**src/rtl/openhw_cachelinebus.sv**
```systemverilog
// Bus-side line sequencer for one cache: serializes dirty victim lines into
// write beats and assembles read beats into a fill line for the selected way.
module openhw_cachelinebus #(
  parameter int unsigned PA_BITS   = 34,
  parameter int unsigned LINELEN   = 256,
  parameter int unsigned BEATW     = 64,
  parameter int unsigned OFFSETLEN = 5
) (
  input  logic               clk,
  input  logic               reset,
  input  logic               FetchReq,
  input  logic               WritebackReq,
  input  logic               FlushStage,
  input  logic [PA_BITS-1:0] FetchAdr,
  input  logic [PA_BITS-1:0] VictimAdr,
  input  logic [LINELEN-1:0] VictimLine,
  input  logic               BusReady,
  input  logic [BEATW-1:0]   BusRData,
  output logic               BusReq,
  output logic               BusWrite,
  output logic [PA_BITS-1:0] BusAdr,
  output logic [BEATW-1:0]   BusWData,
  output logic [LINELEN-1:0] LineWriteData,
  output logic               SetValid,
  output logic               ClearDirty,
  output logic               Busy
);

  localparam int unsigned BEATS      = LINELEN / BEATW;
  localparam int unsigned CNT_W      = (BEATS > 1) ? $clog2(BEATS) : 1;
  localparam int unsigned BEAT_BYTES = BEATW / 8;
  localparam logic [PA_BITS-1:0] ADR_MASK = ~((PA_BITS'(1) << OFFSETLEN) - PA_BITS'(1));
  localparam logic [CNT_W-1:0]   LAST_CNT = CNT_W'(BEATS - 1);

  typedef enum logic [2:0] {
    IDLE      = 3'd0,
    WRITEBACK = 3'd1,
    WBDONE    = 3'd2,
    FETCH     = 3'd3,
    FILLDONE  = 3'd4
  } state_t;

  state_t               state, stateNext;
  logic [CNT_W-1:0]     cnt, cntNext;
  logic                 pendFill, pendFillNext;
  logic [PA_BITS-1:0]   wbBase, wbBaseNext;
  logic [PA_BITS-1:0]   fillBase, fillBaseNext;
  logic [LINELEN-1:0]   victim, victimNext;
  logic [LINELEN-1:0]   lineNext;
  logic [PA_BITS-1:0]   burstBase;
  logic                 busReqNext;
  logic                 busWriteNext;
  logic [PA_BITS-1:0]   busAdrNext;
  logic [BEATW-1:0]     busWDataNext;

  // Next-state, datapath and next-output decode; outputs are registered from these
  always_comb begin
    stateNext    = state;
    cntNext      = cnt;
    pendFillNext = pendFill;
    wbBaseNext   = wbBase;
    fillBaseNext = fillBase;
    victimNext   = victim;
    lineNext     = LineWriteData;

    case (state)
      IDLE: begin
        if (!FlushStage) begin
          if (WritebackReq) begin
            stateNext    = WRITEBACK;
            wbBaseNext   = VictimAdr & ADR_MASK;
            victimNext   = VictimLine;
            pendFillNext = FetchReq;
            fillBaseNext = FetchAdr & ADR_MASK;
            cntNext      = '0;
          end else if (FetchReq) begin
            stateNext    = FETCH;
            pendFillNext = 1'b0;
            fillBaseNext = FetchAdr & ADR_MASK;
            cntNext      = '0;
          end
        end
      end
      WRITEBACK: begin
        if (BusReady) begin
          if (cnt == LAST_CNT) begin
            cntNext   = '0;
            stateNext = WBDONE;
          end else begin
            cntNext = cnt + CNT_W'(1);
          end
        end
      end
      WBDONE: begin
        stateNext    = pendFill ? FETCH : IDLE;
        pendFillNext = 1'b0;
        cntNext      = '0;
      end
      FETCH: begin
        if (BusReady) begin
          lineNext[BEATW*int'(cnt) +: BEATW] = BusRData;
          if (cnt == LAST_CNT) begin
            cntNext   = '0;
            stateNext = FILLDONE;
          end else begin
            cntNext = cnt + CNT_W'(1);
          end
        end
      end
      FILLDONE: begin
        stateNext = IDLE;
      end
      default: begin
        stateNext = IDLE;
        cntNext   = '0;
      end
    endcase

    burstBase    = (stateNext == WRITEBACK) ? wbBaseNext : fillBaseNext;
    busReqNext   = (stateNext == WRITEBACK) || (stateNext == FETCH);
    busWriteNext = (stateNext == WRITEBACK);
    busAdrNext   = busReqNext ? (burstBase + PA_BITS'(cntNext) * PA_BITS'(BEAT_BYTES)) : '0;
    busWDataNext = busWriteNext ? victimNext[BEATW*int'(cntNext) +: BEATW] : '0;
  end

  // State, capture registers and registered outputs
  always_ff @(posedge clk) begin
    if (reset) begin
      state         <= IDLE;
      cnt           <= '0;
      pendFill      <= 1'b0;
      wbBase        <= '0;
      fillBase      <= '0;
      victim        <= '0;
      LineWriteData <= '0;
      BusReq        <= 1'b0;
      BusWrite      <= 1'b0;
      BusAdr        <= '0;
      BusWData      <= '0;
      SetValid      <= 1'b0;
      ClearDirty    <= 1'b0;
      Busy          <= 1'b0;
    end else begin
      state         <= stateNext;
      cnt           <= cntNext;
      pendFill      <= pendFillNext;
      wbBase        <= wbBaseNext;
      fillBase      <= fillBaseNext;
      victim        <= victimNext;
      LineWriteData <= lineNext;
      BusReq        <= busReqNext;
      BusWrite      <= busWriteNext;
      BusAdr        <= busAdrNext;
      BusWData      <= busWDataNext;
      SetValid      <= (stateNext == FILLDONE);
      ClearDirty    <= (stateNext == WBDONE);
      Busy          <= (stateNext != IDLE);
    end
  end

endmodule
```
**config.mk**
```make
export PLATFORM = sky130hd
export DESIGN_NAME = openhw_cachelinebus
export DESIGN_NICKNAME = d
export VERILOG_FILES = /design/src/rtl/openhw_cachelinebus.sv
export SDC_FILE = /design/constraint.sdc
export NUM_CORES = 1
export LEC_CHECK = 0
export BUFFER_PORTS_ARGS = -buffer_cell sky130_fd_sc_hd__buf_2
export CORE_AREA = 2 2 297 299
export CTS_CLUSTER_DIAMETER = 100
export DETAILED_ROUTE_END_ITERATION = 10
export DIE_AREA = 0 0 299 301
export GPL_TIMING_DRIVEN = 0
export PLACE_DENSITY_LB_ADDON = 0.25
export SLEW_MARGIN = 20
export SYNTH_ARGS = -nofsm -noshare
export SYNTH_HDL_FRONTEND = slang
export SYNTH_SLANG_ARGS = --single-unit
```
**constraint.sdc**
```tcl
create_clock -name clk -period 6.8 [get_ports clk]
set_input_delay 0.34 -clock clk [delete_from_list [all_inputs] [get_ports clk]]
set_output_delay 0.34 -clock clk [all_outputs]
set_load 0.02 [all_outputs]
```
==> results.md <==
- First-pass GRT wire length: 178 mm
- Yosys top cell area share: 0.507
- Fin Setup TNS: 0 ns
- Total track usage: 0.261
- Compound-Gate Fraction of Synth Area: 0.133
- Multi-input logic area: around 0.012 sq mm
- Max-cap viol count: 0
- Cts hold-fix bufs: between 300 and 400
- Routability cong.: ~0.9
- CTS H-tree lvls: 3
- Commonest non-fill, non-tap cell in the layout: nand2_1
- Mapped cell area: 0.0272 sq mm
- Final setup vio count: 0
- Status: completed
- Sink Count: just under 700
- Die Wd: between 200 and 300 microns
- Nets: ~4800
- Worst-Skew Late Latency: about 0.65 ns
- DP Wirelength: a little over 90 mm
- Most frequent cells in the layout: nand2_1 (826), buf_2 (796), dfxtp_1 (689)
- WL final: between 100 and 150 mm
- Simple-Gate Fraction of Synth Area: 0.205
- CP required: roughly 7.3 ns
- Xor/xnor cell area share of the yosys netlist: 0.00612
- Power Density: between 200 and 300 mW/mm^2
- Root buf cell: clkbuf_16
- Cell taking the most area after synthesis: dfxtp_1
- Starting DRT DRC Count: 2289
- Wire length per cell: around 22 microns
- CP Capture Type: flip-flop
- Worst Hold Class: input pin to flip-flop
- Worst Skew: 0.0559 ns
- Area Overhead vs Synth: 40.4%
- Dominant synthesized flop cell: dfxtp_1
- Final Power: 9.75 mW
- Port-buffer cells: roughly 740
- DRT Pass-1 Iters: 6
- Core area: 0.0865 sq mm
- RSZ-0062 raised after global routing: no
- Vias in the first global route: around 28000
- Fin cells: between 5000 and 6000
- Syn. warnings: 0
- Via count: between 20000 and 30000
- Dominant cells by area after synthesis: dfxtp_1 (51%), nand2_1 (11%), a21oi_1 (10%)
- Count of cell types in the netlist: 60
- Dpl cells: around 5100
- Cells after synthesis: 3233
- # resized after CTS: 0
- Actual slew at the worst max-slew pin: around 1.1 ns
- Startpoint types: flip-flop
- Worst Path Arrival: roughly 5.5 ns
- I/O pins: approximately 750
- Vert. Die Dim: ~300 microns
- Mux contribution to synthesized area: 0.102
- Synthesized flop and latch total: about 700
- Mean Syn Cell Area: ~8.4 sq um
- Fin crit period: 4.99 ns
- Setup ws final: 1.81 ns
- Ys async rst share: 0
- Postcts setup bufs: 0
- Worst-path fanout max: 10
- Crit path kind: flip-flop to flip-flop
- Leakage: 15.7 nW
- Reg area: approximately 0.014 sq mm
- Worst vdd ir: 0.000197 V
- Tcrit/Tclk final: 0.733
- Clock Tree Buf Depth: 3
- Seq/Total Area, Yosys: 0.507
- Die ar.: roughly 0.09 sq mm
- Largest family of logic cells by synthesized area: simple AND/OR/NAND/NOR gates
- Initial Utilization: 0.314
- Largest net degree at the start of global routing: 14
- Reg clk slew, reported paths: 0.06 ns
- Adder-Cell Fraction of Synth Area: 0.00442
- Hold Vio Cnt, Final: 0
- Antenna Violating Nets Remaining: 0
- Slew HR: 0.276
- # DRC: 0
- Pre-CTS setup slack: roughly 1.8 ns
- Number of flops mapped to enable cells by yosys: 0
- Inserted Clock Buffers: 78
- Share of layout cells above drive strength 1: 0.229
- Remaining Overflow, GRT: 0
- Fmax achieved: ~200 MHz
- Core Rows: between 100 and 150
- Slew Viols, Final: 0
- Fill cell count: 8762
- Syn nets: roughly 3600
- TritonCTS clock tree: yes
- Antenna violations before repair: 9
- Vias/cell: ~5
kinds of logic after synthesis:
group	Yosys count
AOI/OAI and AO/OA	674
xor gates and xnor gates	19
adders and majority gates	9
buffers and inverters	274
DFF	689
muxes	251
and+or+nand+nor	1317
sequential cells by signal (all words and copies together) (netlist names):
register / cells
state: 3
victim: 256
SetValid: 1
Busy: 1
fillBase: 34
pendFill: 1
LineWriteData: 256
BusWrite: 1
cnt: 2
wbBase: 34
BusReq: 1
BusAdr: 34
BusWData: 64
ClearDirty: 1
through the flow:
step / util / hold WS [ns] / area, sq um
floorplan: - / 0.421 / 27200
global placement: 0.374 / 0.434 / 32300
detailed placement: 0.374 / 0.439 / 32400
CTS: 0.441 / 0.0000727 / 38100
global route: 0.441 / 0.000328 / 38200
finish: 0.441 / 0.0298 / 38200
routing by layer:
metal / part of all wire / wire length [microns] / up-vias / track usage
li1: - / - / 13300 / -
met5: 0.00011 / 13 / - / 0
met1: 0.41 / 50100 / 13500 / 0.322
met3: 0.070 / 8690 / 306 / 0.0460
met2: 0.47 / 58200 / 1349 / 0.440
met4: 0.051 / 6350 / 2 / 0.132
cell type report:
type | instances | area share
Sequential cell | 689 | 0.361
Buffer | 261 | 0.0286
Multi-Input combinational cell | 2270 | 0.321
Tap cell | 1155 | 0.0379
Inverter | 13 | 0.00128
Antenna cell | 8 | 0.000525
Clock buffer | 112 | 0.0590
Timing Repair Buffer | 1053 | 0.179
Clock inverter | 28 | 0.0110
cell usage after synthesis, drive strengths merged (7+ instances only):
cell type,number
nand2,826
dfxtp,689
a21oi,549
nand3,288
clkbuf,191
mux2i,183
nor2,107
buf,70
mux2,52
o22ai,52
nor3,24
and2,21
mux4,16
o21ai,16
xor2,16
and3,13
inv,13
nand4,13
a31oi,11
or3,9
ha,8
o211ai,8
a211oi,7
worst max-delay path: stages (launching register included):
cell      delay [ns]
dfxtp_1         0.44
o21bai_1        0.21
buf_2           0.34
nor2_1          0.07
o32ai_1         0.38
a32oi_1         0.25
clkbuf_1        0.33
buf_2           0.33
buf_2           0.32
inv_1           0.11
ha_1            0.20
inv_1           0.07
fa_1            0.41
inv_1           0.32
nand4_1         0.37
or3_1           0.47
a21oi_1         0.25
worst paths after layout:
kind | cells past startpoint | slack, ns | endpoint | startpoint
worst max register to register | 16 | 1.81 | BusAdr[17] | state[2]
worst min register to register | 2 | 0.45 | LineWriteData[53] | LineWriteData[53]
worst max-delay path | 16 | 1.81 | BusAdr[17] | state[2]
worst min-delay path | 3 | 0.03 | victim[92] | VictimLine[92]
report_power, final:
group | total (mW) | switching, mW | internal [mW] | leakage [nW]
clock network | 4.37 | 1.85 | 2.52 | 1.29
logic | 1.16 | 0.715 | 0.449 | 8.86
registers | 4.22 | 0.0603 | 4.16 | 5.59
total | 9.75 | 2.62 | 7.13 | 15.7
(Power assumes the default switching activity.)
